$ cat src/rtl/cpu_pkg.sv
// Shared CPU types: the fetch-to-decode payload, the fetch FSM states and the boot PC.
package cpu_pkg;

    localparam logic [31:0] RESET_PC_DEFAULT = 32'h8000_0000;

    typedef struct packed {
        logic [31:0] pc;
        logic [31:0] inst;
        logic        fault;
    } fetch_payload_t;

    typedef enum logic [2:0] {
        IDLE,
        REQ,
        WAIT,
        DROP,
        OUT
    } ifu_state_e;

endpackage

$ cat src/rtl/ifu_fetch_unit.sv
// Non-pipelined instruction fetch: owns the PC, issues one memory request at a time
// and hands {pc, inst, fault} to decode, with redirects overriding everything else.
module ifu_fetch_unit
    import cpu_pkg::*;
#(
    parameter logic [31:0] RESET_PC     = RESET_PC_DEFAULT,
    parameter bit          ALIGN_TARGET = 1'b1
) (
    input  logic           clock,
    input  logic           reset,
    input  logic           redirect_valid,
    input  logic [31:0]    redirect_target,
    output logic           imem_req_valid,
    input  logic           imem_req_ready,
    output logic [31:0]    imem_req_addr,
    input  logic           imem_resp_valid,
    output logic           imem_resp_ready,
    input  logic [31:0]    imem_resp_data,
    input  logic           imem_resp_err,
    output logic           out_valid,
    input  logic           out_ready,
    output fetch_payload_t out_payload
);

    ifu_state_e  state;
    logic [31:0] pc;
    logic [31:0] inst_q;
    logic        fault_q;
    logic [31:0] target;
    logic        req_fire;
    logic        resp_fire;
    logic        out_fire;

    assign target = ALIGN_TARGET ? {redirect_target[31:2], 2'b00} : redirect_target;

    // Redirect gates both handshakes so a stale request or wrong-path handoff cannot fire.
    assign imem_req_valid  = (state == REQ) && !redirect_valid;
    assign imem_req_addr   = pc;
    assign imem_resp_ready = (state == WAIT) || (state == DROP);
    assign out_valid       = (state == OUT) && !redirect_valid;

    assign req_fire  = imem_req_valid && imem_req_ready;
    assign resp_fire = imem_resp_valid && imem_resp_ready;
    assign out_fire  = out_valid && out_ready;

    always_comb begin
        out_payload = '0;
        if (state == OUT) begin
            out_payload.pc    = pc;
            out_payload.inst  = inst_q;
            out_payload.fault = fault_q;
        end
    end

    always_ff @(posedge clock or posedge reset) begin
        if (reset) begin
            state   <= IDLE;
            pc      <= RESET_PC;
            inst_q  <= '0;
            fault_q <= 1'b0;
        end else begin
            case (state)
                IDLE: begin
                    state <= REQ;
                    if (redirect_valid) pc <= target;
                end
                REQ: begin
                    if (redirect_valid) pc <= target;
                    else if (req_fire)  state <= WAIT;
                end
                WAIT: begin
                    if (redirect_valid) begin
                        pc    <= target;
                        state <= resp_fire ? REQ : DROP;
                    end else if (resp_fire) begin
                        inst_q  <= imem_resp_data;
                        fault_q <= imem_resp_err;
                        state   <= OUT;
                    end
                end
                DROP: begin
                    // The stale response still has to be drained even if another redirect lands with it.
                    if (redirect_valid) pc <= target;
                    if (resp_fire)      state <= REQ;
                end
                OUT: begin
                    if (redirect_valid) begin
                        pc    <= target;
                        state <= REQ;
                    end else if (out_fire) begin
                        pc    <= pc + 32'd4;
                        state <= REQ;
                    end
                end
                default: state <= IDLE;
            endcase
        end
    end

    resp_only_when_expected: assert property (
        @(posedge clock) disable iff (reset)
        imem_resp_valid |-> ((state == WAIT) || (state == DROP))
    );

endmodule

$ cat config.mk
export PLATFORM = sky130hd
export DESIGN_NAME = ifu_fetch_unit
export DESIGN_NICKNAME = d
export VERILOG_FILES = /design/src/rtl/cpu_pkg.sv /design/src/rtl/ifu_fetch_unit.sv
export SDC_FILE = /design/constraint.sdc
export NUM_CORES = 1
export LEC_CHECK = 0
export BUFFER_PORTS_ARGS = -buffer_cell sky130_fd_sc_hd__buf_2
export CAP_MARGIN = 20
export CELL_PAD_IN_SITES_DETAIL_PLACEMENT = 0
export CELL_PAD_IN_SITES_GLOBAL_PLACEMENT = 1
export CORE_ASPECT_RATIO = 1.1
export CORE_UTILIZATION = 31
export CTS_CLUSTER_SIZE = 8
export DETAILED_ROUTE_END_ITERATION = 12
export PLACE_DENSITY_LB_ADDON = 0.1
export SLEW_MARGIN = 15
export SYNTH_ARGS = -nofsm -noshare
export SYNTH_HDL_FRONTEND = slang
export SYNTH_SLANG_ARGS = --single-unit
$ cat constraint.sdc
create_clock -name clock -period 2 [get_ports clock]
set_input_delay 0.1 -clock clock [delete_from_list [all_inputs] [get_ports clock]]
set_output_delay 0.1 -clock clock [all_outputs]
set_load 0.05 [all_outputs]
; ---- Yosys cells after proc, flatten, opt, wreduce, memory -nomap -nowiden
; Cells that the tools add are included.
[totals]
regBits = 68
inputBits = 71
out_inout_bits = 100
elab_cells = 43
[op_classes]
add_sub_neg = 1
n_eq_ne = 10
muxes = 14
n_bitwise = 1
n_reduce_logical = 13
[op_table]
columns = operator, n
row1 = $mux W32, 3
row2 = $mux W65, 1
row3 = $pmux W32 S2, 1
row4 = $add A32 B3 Y32 const B, 1
row5 = $mux W3, 7
row6 = $pmux W3 S5, 1
row7 = $eq A3 B2 Y1 const B, 2
row8 = $ne A2 B2 Y1 const B, 3
row9 = $ne A3 B3 Y1 const B, 2
row10 = $reduce_and A3 Y1, 2
row11 = $logic_and A1 B1 Y1, 5
row12 = $reduce_and A5 Y1, 1
row13 = $reduce_or A4 Y1, 1
row14 = $eq A3 B1 Y1 const B, 1
row15 = $eq A3 B3 Y1 const B, 1
row16 = $logic_not A3 Y1, 1
row17 = $mux W2, 1
row18 = $ne A2 B1 Y1 const B, 1
row19 = $reduce_bool A2 Y1, 1
row20 = $logic_not A1 Y1, 1
row21 = $logic_or A1 B1 Y1, 1
row22 = $not A1 Y1, 1

; ---- Depth between registers and ports, before layout
; Gate-level depths: netlist of run 1.
[depth]
ltp_word = 6
mapped_depth = 9
depth_no_buf = 5

; ---- Worst setup path before layout of run 1
; No wires, ideal clock.
[synth_path]
path_kind = register to register
start = register pc[2], in the netlist imem_req_addr[2]
end = register pc[28], in the netlist imem_req_addr[28]
setup_ps = 126
t_arrival_ps = 2367
required_time_ps = 1874
setup_slack_ps = -493
path_stages_with_launch = 7
n_path_buf = 1
period_less_slack_ps = 2493
path_cell_list = dfrtp_1 ha_1 nand3_1 or4_4 buf_6 or4_1 o311a_1
[synth_between]
elab_chain_len = 4
[synth_lines]
columns = item, line
row1 = "start, declared", ifu_fetch_unit.sv:26  ; logic [31:0] pc;
row2 = "start signal, assigned", ifu_fetch_unit.sv:65  ; if (redirect_valid) pc <= target;
row3 = "start signal, assigned", ifu_fetch_unit.sv:68  ; if (redirect_valid) pc <= target;
row4 = "start signal, assigned", ifu_fetch_unit.sv:73  ; pc <= target;
row5 = $add A32 B3 Y32, ifu_fetch_unit.sv:91  ; pc <= pc + 32'd4;
row6 = $mux W32, ifu_fetch_unit.sv:90  ; end else if (out_fire) begin
row7 = $mux W32, ifu_fetch_unit.sv:87  ; if (redirect_valid) begin
row8 = $pmux W32 S2, ifu_fetch_unit.sv:62  ; case (state)
; Every way passes these cells. The select of a mux whose other input is x is not followed.
; A chain may end at the register's enable or synchronous reset.

==> results.json, run 1 <==
{
  "drc": 0,
  "dieArea_um2": 13100,
  "finalWirelength_um": 13600,
  "arrival_ns": 1.88,
  "area_growth_pct": 58.7,
  "power_density_nw_per_um2": 728,
  "ys_warn_count": 0,
  "synth_top_area_cell": "dfrtp_1",
  "dr_total_vias": 4083,
  "period_minus_slack_ns": 1.98,
  "skew_ns": 0.00391,
  "tightest_slew_ns": 0.541,
  "htreeDepth": 3,
  "core-area_um2": 12200,
  "slew_viol_final": 0,
  "power_leakage_nw": 2.88,
  "critPathMaxFanout": 20,
  "relSlewSlack_pct": 63.9,
  "dr.pass1.iters": 4,
  "synth-compound-area-share_pct": 13.8,
  "start_util_pct": 32.2,
  "yosysTopAreaCellShare_pct": 41.5,
  "cts_tree": "built",
  "synth-xor-area-share_pct": 0,
  "cts.sinks": 66,
  "muxShareOfSynthArea_pct": 9.47,
  "synth_top_family_by_area": "simple AND/OR/NAND/NOR gates",
  "p_seq_share_pct": 40.2,
  "yosysSeqAreaShare_pct": 42.1,
  "period_share_pct": 98.8,
  "cp.required_ns": 1.90,
  "rsz0062_at_grt": "true",
  "ir_worst_vdd_uv": 563,
  "swShare_pct": 31.8,
  "antenna_found_initial": 0,
  "most-common-layout-cells": "103 x buf_2, 81 x buf_4, 60 x and2_1",
  "power_frac_clock_pct": 35.4,
  "cts-buffers-inserted": 9,
  "gr-total-overflow": 0,
  "synthCells": 416,
  "clk_pin_slew_ns": 0.06,
  "synthArstFlopShare_pct": 100,
  "post_drt_via_cell_ratio": 5.10,
  "ys_seq_elements": 66,
  "die_h_um": 120,
  "cp-end-kind": "primary output",
  "synthAdderAreaFrac_pct": 0.319,
  "port_buffers": 164,
  "first_iter_violations": 174,
  "cts_max_path_buffers": 2,
  "fin_nets": 713,
  "dp.final_hpwl_um": 9400,
  "power.switching_w": 0.00144,
  "synth.avg_cell_area_um2": 9.43,
  "status": "completed",
  "dp_cells": 749,
  "gp_congestion": 0.831,
  "grt_max_degree": 34,
  "finalSetupViolCount": 0,
  "final_common_cell": "buf_2",
  "hold_depth": 2,
  "rows": 42,
  "synth-main-ff-cell": "dfrtp_1",
  "grt_pass1_vias": 4007,
  "antenna_cells": 0,
  "yosys-top-cells-area": "dfrtp_1 41%, and2_1 11%, mux2_2 9.5%",
  "maxCapViolCount": 0,
  "drive_gt1_share_pct": 49.4,
  "synth_enable_flop_cells": 0,
  "hp-class": "in2reg",
  "boundaryPins": 171,
  "grt.total_usage_pct": 20.8,
  "internal_power_w": 0.00309,
  "layoutNonFillerInstCount": 800,
  "fmax_mhz": 506,
  "synthSimpleGateAreaFrac_pct": 28.7,
  "combPwrFrac_pct": 24.4,
  "hold_violations": 0,
  "wl_per_cell_um": 17.0,
  "grt_first_pass_wirelength_um": 20700,
  "antenna_left": 0,
  "clock_latency_ns": 0.33,
  "die_x_um": 109,
  "timing.hold.ws_ns": 0.00848,
  "netlist-cell-type-count": 54,
  "critPathLaunchType": "register",
  "clockRootBuffer": "clkbuf_16",
  "synthesis.area_um2": 3920,
  "rr_worst_depth": 4,
  "critPathKind": "reg2out"
}
==> registers in the layout (all words and copies together), names as in the netlist <==
| name | count |
|---|---|
| inst_q | 32 |
| imem_req_addr | 30 |
| state | 3 |
| fault_q | 1 |
==> power by group through the flow <==
stage | clock, W | combinational [W] | sequential [W]
6_report | 0.00160 | 0.00111 | 0.00182
5_1_grt | 0.00170 | 0.00118 | 0.00187
4_1_cts | 0.00164 | 0.00111 | 0.00182
3_5_place_dp | 0 | 0.00106 | 0.00184
3_3_place_gp | 0 | 0.00103 | 0.00182
2_1_floorplan | 0 | 0.000496 | 0.00203
==> stage by stage <==
stage	worst slack, ns	utilization, %	total power (W)	area, um^2	setup TNS [ns]
4_1_cts	0.00449	50.0	0.00457	6090	0
2_1_floorplan	-0.236	-	0.00252	4030	-0.410
6_report	0.0236	51.1	0.00453	6230	0
5_1_grt	-0.0651	51.1	0.00475	6230	-1.75
3_3_place_gp	0.0937	43.2	0.00286	5270	0
3_5_place_dp	0.0647	43.2	0.00290	5270	0
==> final timing paths <==
kind | start | endpoint | slack (ns)
setup reg to reg | imem_req_addr[25] | imem_req_addr[27] | 0.06
min in group asynchronous | reset | inst_q[27] | 0.37
hold reg to reg | inst_q[9] | inst_q[9] | 0.50
setup / recovery | state[1] | out_payload[17] | 0.02
hold / removal | imem_resp_data[19] | inst_q[19] | 0.008
max in group asynchronous | reset | inst_q[31] | 0.95
==> kinds of logic after synthesis <==
logic type                 Yosys count
other                                1
buffers and inverters               42
muxes                               33
AOI/OAI and AO/OA                   80
DFF                                 66
and+or+nand+nor                    193
adders and majority gates            1
==> cell usage after synthesis, types with 4 or more instances <==
master     instances
o21ai_0           13
buf_2              5
and2_1            66
clkbuf_1          20
o211ai_1           5
a22oi_1            6
o22ai_1           12
nand2_1           17
buf_4              5
and3_1             5
buf_6              4
or4_1              7
nand4_1           13
inv_1              6
a2bb2oi_1          5
mux2_2            33
dfrtp_1           65
a21oi_1           16
nand3_1           25
nor3_1            11
nor4_1             9
nor2_1            18
==> critical path: stages, from the launching register on <==
cell	delay [ns]
dfrtp_1	0.37
buf_4	0.15
or2_4	0.27
nor2_4	0.14
buf_4	0.14
buf_12	0.14
and2_1	0.16
buf_6	0.16
==> cell type report <==
class	count	area [um^2]
fillers	1152	5960
multi-input cells	311	2140
repair buffers	246	1880
flip-flops and latches	66	1680
clock buffers	9	225
well taps	154	193
clock inverters	7	76.3
inverters	7	26.3
==> what timing repair did <==
item / 4_1_cts / 5_1_grt
hold endpoints to repair: 50 / 0
gates cloned: 1 / 1
pin swaps: 0 / 1
endpoints found under the setup margin: 61 / 67
hold buffers: 30 / 0
setup buffers: 2 / 2
resized for setup: 66 / 34
==> per-layer routing <==
| layer | share of wire [%] | GRT usage (%) | routed length [um] |
|---|---|---|---|
| met2 | 49 | 35.2 | 6670 |
| met1 | 42 | 25.6 | 5730 |
| met5 | 0 | 0 | 0 |
| met4 | 1.9 | 7.58 | 253 |
| met3 | 6.9 | 4.56 | 932 |
No activity file was read; power rests on OpenSTA's default activity.
==> run 2: changes to the inputs <==
Settings changed: RECOVER_POWER set to 50.
==> run 2 against run 1 <==
Compared with the run above:
- sequential power hardly changed
- clock skew is 0.00067 ns lower
- combinational power hardly changed
- largest power group unchanged
==> results.json, run 2 (synthesis gave the netlist of run 1 again) <==
{
  "relSlewSlack_pct": 33.6,
  "finalSetupViolCount": 0,
  "fin_nets": 713,
  "clock_latency_ns": 0.33,
  "min-delay-start": "imem_resp_data[19]",
  "dieArea_um2": 13100,
  "power_leakage_nw": 2.81,
  "dp.final_hpwl_um": 9400,
  "largest_reg_flops": 32,
  "drc": 0,
  "crit_start": "state[1]",
  "port_buffers": 164,
  "preCtsSetupSlack_ns": 0.0647,
  "period_minus_slack_ns": 1.98,
  "cts.sinks": 66,
  "grt_pass1_vias": 4007,
  "timing.hold.ws_ns": 0.00573,
  "power.switching_w": 0.00144,
  "tightest_slew_ns": 0.995,
  "post_drt_via_cell_ratio": 5.13,
  "crit_family": "buffers and inverters",
  "combPwrFrac_pct": 24.2,
  "skew_ns": 0.00324,
  "swShare_pct": 31.9,
  "reg2reg_from": "imem_req_addr[25]",
  "grt_max_degree": 34,
  "arrival_ns": 1.88,
  "fill_cells": 1163,
  "gp_congestion": 0.831,
  "maxCapViolCount": 0,
  "timing.critical_path.mode_cell": "buf_4",
  "period_share_pct": 98.9,
  "slew_viol_final": 0,
  "critPathLaunchType": "register",
  "largest_register": "inst_q",
  "dr.pass1.iters": 4,
  "cts-buffers-inserted": 9,
  "clk_pin_slew_ns": 0.06,
  "cp.required_ns": 1.90,
  "setup_ws_ns": 0.0214,
  "crit_slowest_cell": "dfrtp_1",
  "cp-end-kind": "primary output",
  "ir_worst_vdd_uv": 563,
  "critPathMaxFanout": 20,
  "boundaryPins": 171,
  "grt.total_usage_pct": 20.8,
  "power_frac_clock_pct": 35.5,
  "crit_chain": "buf_4, or2_4, nor2_4, buf_4, buf_12, and2_1, buf_6",
  "hold_violations": 0,
  "die_h_um": 120,
  "critical_path.max_stage_delay_ns": 0.37,
  "wl_per_cell_um": 17.1,
  "status": "completed",
  "most-common-layout-cells": "80 x buf_4, 78 x buf_2, 60 x and2_1",
  "cts_tree": "built",
  "core-area_um2": 12200,
  "power_density_nw_per_um2": 730,
  "grt_first_pass_wirelength_um": 20700,
  "gr-total-overflow": 0,
  "rows": 42,
  "htreeDepth": 3,
  "antenna_left": 0,
  "hp-class": "in2reg",
  "finalWirelength_um": 13600,
  "critPathKind": "reg2out",
  "first_iter_violations": 184,
  "drive_gt1_share_pct": 45.4,
  "dr_total_vias": 4106,
  "fmax_mhz": 505,
  "clockRootBuffer": "clkbuf_16",
  "die_x_um": 109,
  "rsz0062_at_grt": "true",
  "p_seq_share_pct": 40.4,
  "final_common_cell": "buf_4",
  "final_util_pct": 50.8,
  "path_buf_inv": 4,
  "cts_max_path_buffers": 2,
  "start_util_pct": 32.2,
  "area_growth_pct": 57.9,
  "antenna_found_initial": 0,
  "internal_power_w": 0.00308,
  "antenna_cells": 0
}
run 2: worst register-to-register path, stage by stage (launching register included):
cell and delay [ns]:
dfrtp_2 0.40, nand4_1 0.23, or4_4 0.56, or4_1 0.49
o311a_1 0.14
run 2: power by group through the flow:
stage,combinational [W],clock [W],sequential [W]
after floorplan,0.000496,0,0.00203
after global placement,0.00103,0,0.00182
after detailed placement,0.00106,0,0.00184
after CTS,0.00111,0.00164,0.00182
after global routing,0.00117,0.00170,0.00187
final,0.00109,0.00160,0.00182
run 2: metal layers:
metal	vias to the layer above	track usage (%)	part of all wire (%)
li1	1973	-	-
met1	1960	25.6	42
met2	157	35.2	49
met3	16	4.56	7.4
met4	0	7.58	1.6
met5	-	0	0
run 2: area by class of cell:
| type | instances | area, um^2 | area share [%] |
|---|---|---|---|
| Multi-Input combinational cell | 311 | 2140 | 34.6 |
| Timing Repair Buffer | 246 | 1850 | 29.8 |
| Sequential cell | 66 | 1680 | 27.2 |
| Clock buffer | 9 | 225 | 3.64 |
| Tap cell | 154 | 193 | 3.11 |
| Clock inverter | 7 | 76.3 | 1.23 |
| Inverter | 7 | 26.3 | 0.424 |
run 2: worst paths after layout:
kind | cells past startpoint | to | slack, ns
max in group asynchronous | 4 | inst_q[31] | 0.38
max reg2reg | 4 | imem_req_addr[27] | 0.06
max | 7 | out_payload[17] | 0.02
min reg2reg | 1 | inst_q[9] | 0.50
min | 2 | inst_q[19] | 0.006
min in group asynchronous | 3 | inst_q[27] | 0.56
run 2: what timing repair did:
action,in CTS,in global routing
endpoints found under the setup margin,61,67
hold buffers,30,0
hold endpoints to repair,50,0
resized for setup,66,34
pin swaps,0,1
setup buffers,2,2
cloned,1,1
run 2: through the flow:
step / total power [W] / area, um^2 / setup TNS, ns / std cells
CTS: 0.00457 / 6090 / 0 / 798
global placement: 0.00286 / 5270 / 0 / 749
detailed placement: 0.00290 / 5270 / 0 / 749
global route: 0.00474 / 6190 / -1.75 / 800
finish: 0.00452 / 6190 / 0 / 800
floorplan: 0.00252 / 4030 / -0.410 / 419
==> run 3: changes to the inputs <==
Settings changed: BUFFER_PORTS_ARGS -buffer_cell sky130_fd_sc_hd__buf_2 to not set, CORE_UTILIZATION 31 to 35, DONT_BUFFER_PORTS set to 1.
==> run 3 against run 2 <==
Compared with the run above:
- combinational power is essentially flat
- worst hold slack better by 0.0064 ns
- core utilization is 8.3 points higher
- sequential share of layout area shrank 1.1 points
- critical endpoint is now out_payload[30]
- largest cell class unchanged
==> results.json, run 3 (synthesis gave the netlist of run 1 again) <==
{
  "status": "completed",
  "dr.pass1.iters": 4,
  "boundaryPins": 171,
  "clk_pin_slew_ns": 0.06,
  "largest_register": "inst_q",
  "grt.total_usage_pct": 23.4,
  "drc": 0,
  "power_leakage_nw": 2.72,
  "antenna_left": 0,
  "gr-total-overflow": 0,
  "hold_violations": 0,
  "post_drt_via_cell_ratio": 5.29,
  "antenna_cells": 0,
  "wl_per_cell_um": 18.2,
  "start_util_pct": 36.0,
  "finalInstanceArea_um2": 6450,
  "skew_ns": 0.00614,
  "power_density_nw_per_um2": 670,
  "core-area_um2": 10900,
  "cts-buffers-inserted": 9,
  "dieArea_um2": 11600,
  "postPlaceCellArea_um2": 5490,
  "rows": 40,
  "period_minus_slack_ns": 1.94,
  "critPathLaunchType": "register",
  "fin_nets": 654,
  "tightest_slew_ns": 1.14,
  "cp.required_ns": 1.90,
  "htreeDepth": 3,
  "area_growth_pct": 64.3,
  "drive_gt1_share_pct": 41.6,
  "first_iter_violations": 197,
  "antenna_found_initial": 0,
  "regToRegSetupSlack_ns": 0.07,
  "arrival_ns": 1.84,
  "grt_pass1_vias": 4106,
  "dp.final_hpwl_um": 9160,
  "dp_cells": 656,
  "largest_reg_flops": 32,
  "fmax_mhz": 515,
  "final_util_pct": 59.1,
  "die_x_um": 103,
  "final_common_cell": "buf_4",
  "clockRootBuffer": "clkbuf_16",
  "layoutNonFillerInstCount": 734,
  "critPathKind": "reg2out",
  "finalWirelength_um": 13300,
  "dr_total_vias": 3881,
  "slew_viol_final": 0,
  "finalSetupViolCount": 0,
  "maxCapViolCount": 0,
  "die_h_um": 113,
  "cts.sinks": 66,
  "period_share_pct": 97.1,
  "port_buffers": 0,
  "cts_tree": "built",
  "cts_max_path_buffers": 2,
  "grt_max_degree": 31,
  "gp_congestion": 0.850,
  "hp-class": "in2reg",
  "ir_worst_vdd_uv": 460,
  "rsz0062_at_grt": "true",
  "cp-end-kind": "primary output",
  "critPathMaxFanout": 10,
  "most-common-layout-cells": "72 x buf_4, 57 x dlygate4sd3_1, 43 x buf_12",
  "grt_first_pass_wirelength_um": 20800,
  "relSlewSlack_pct": 23.7,
  "clock_latency_ns": 0.33
}
## run 3: area by class of cell
| class | count | area, um^2 |
|---|---|---|
| clock buffer | 13 | 240 |
| clock inverter | 3 | 17.5 |
| fill | 975 | 4460 |
| inverter | 7 | 26.3 |
| multi-input combinational | 311 | 2210 |
| sequential | 66 | 1680 |
| tap | 147 | 184 |
| timing repair buffer | 187 | 2080 |
## run 3: final timing paths
| check | cells past startpoint | startpoint | to |
|---|---|---|---|
| worst max-delay path | 7 | state[0] | out_payload[30] |
| worst max register to register | 5 | imem_req_addr[3] | imem_req_addr[28] |
| min in group asynchronous | 2 | reset | inst_q[25] |
| worst min-delay path | 2 | redirect_target[9] | imem_req_addr[9] |
| max in group asynchronous | 3 | reset | imem_req_addr[16] |
| worst min register to register | 1 | inst_q[3] | inst_q[3] |
## run 3: report_power, final
group | switching, W | internal (W) | total [W]
Clock | 0.000571 | 0.000836 | 0.00141
Combinational | 0.000628 | 0.000458 | 0.00109
Sequential | 0.000186 | 0.00164 | 0.00182
## run 3: routing by layer
metal | track usage [%] | share of wire (%) | wire length, um | vias to the layer above
li1 | - | - | - | 1859
met1 | 27.1 | 40 | 5370 | 1853
met2 | 40.1 | 50 | 6700 | 149
met3 | 6.73 | 7.1 | 943 | 20
met4 | 9.77 | 2.5 | 333 | 0
met5 | 0 | 0 | 0 | -
## run 3: repair_timing
action                     in CTS  in global routing
gates cloned                    1                  1
hold buffers                   57                  0
setup endpoints to repair      42                 53
gates resized for setup         9                 25
hold endpoints to repair       81                  0
buffers inserted                1                  2
pin swaps                       1                  3
## run 3: worst max-delay path, cell delays in order (launching register included)
cell	delay (ns)
dfrtp_1	0.37
buf_4	0.15
or2_4	0.27
nor2_4	0.13
buf_12	0.14
buf_12	0.12
and2_1	0.18
buf_12	0.15
## run 3: through the flow
stage	setup TNS [ns]	setup slack [ns]	hold slack (ns)	total power, W
after floorplan	-0.410	-0.236	0.245	0.00252
after global placement	0	0.0775	0.106	0.00278
after detailed placement	0	0.0486	0.0996	0.00281
after CTS	-0.296	-0.0238	0.00244	0.00433
after global routing	-0.0585	-0.00936	0.0314	0.00452
final	0	0.0588	0.0121	0.00432
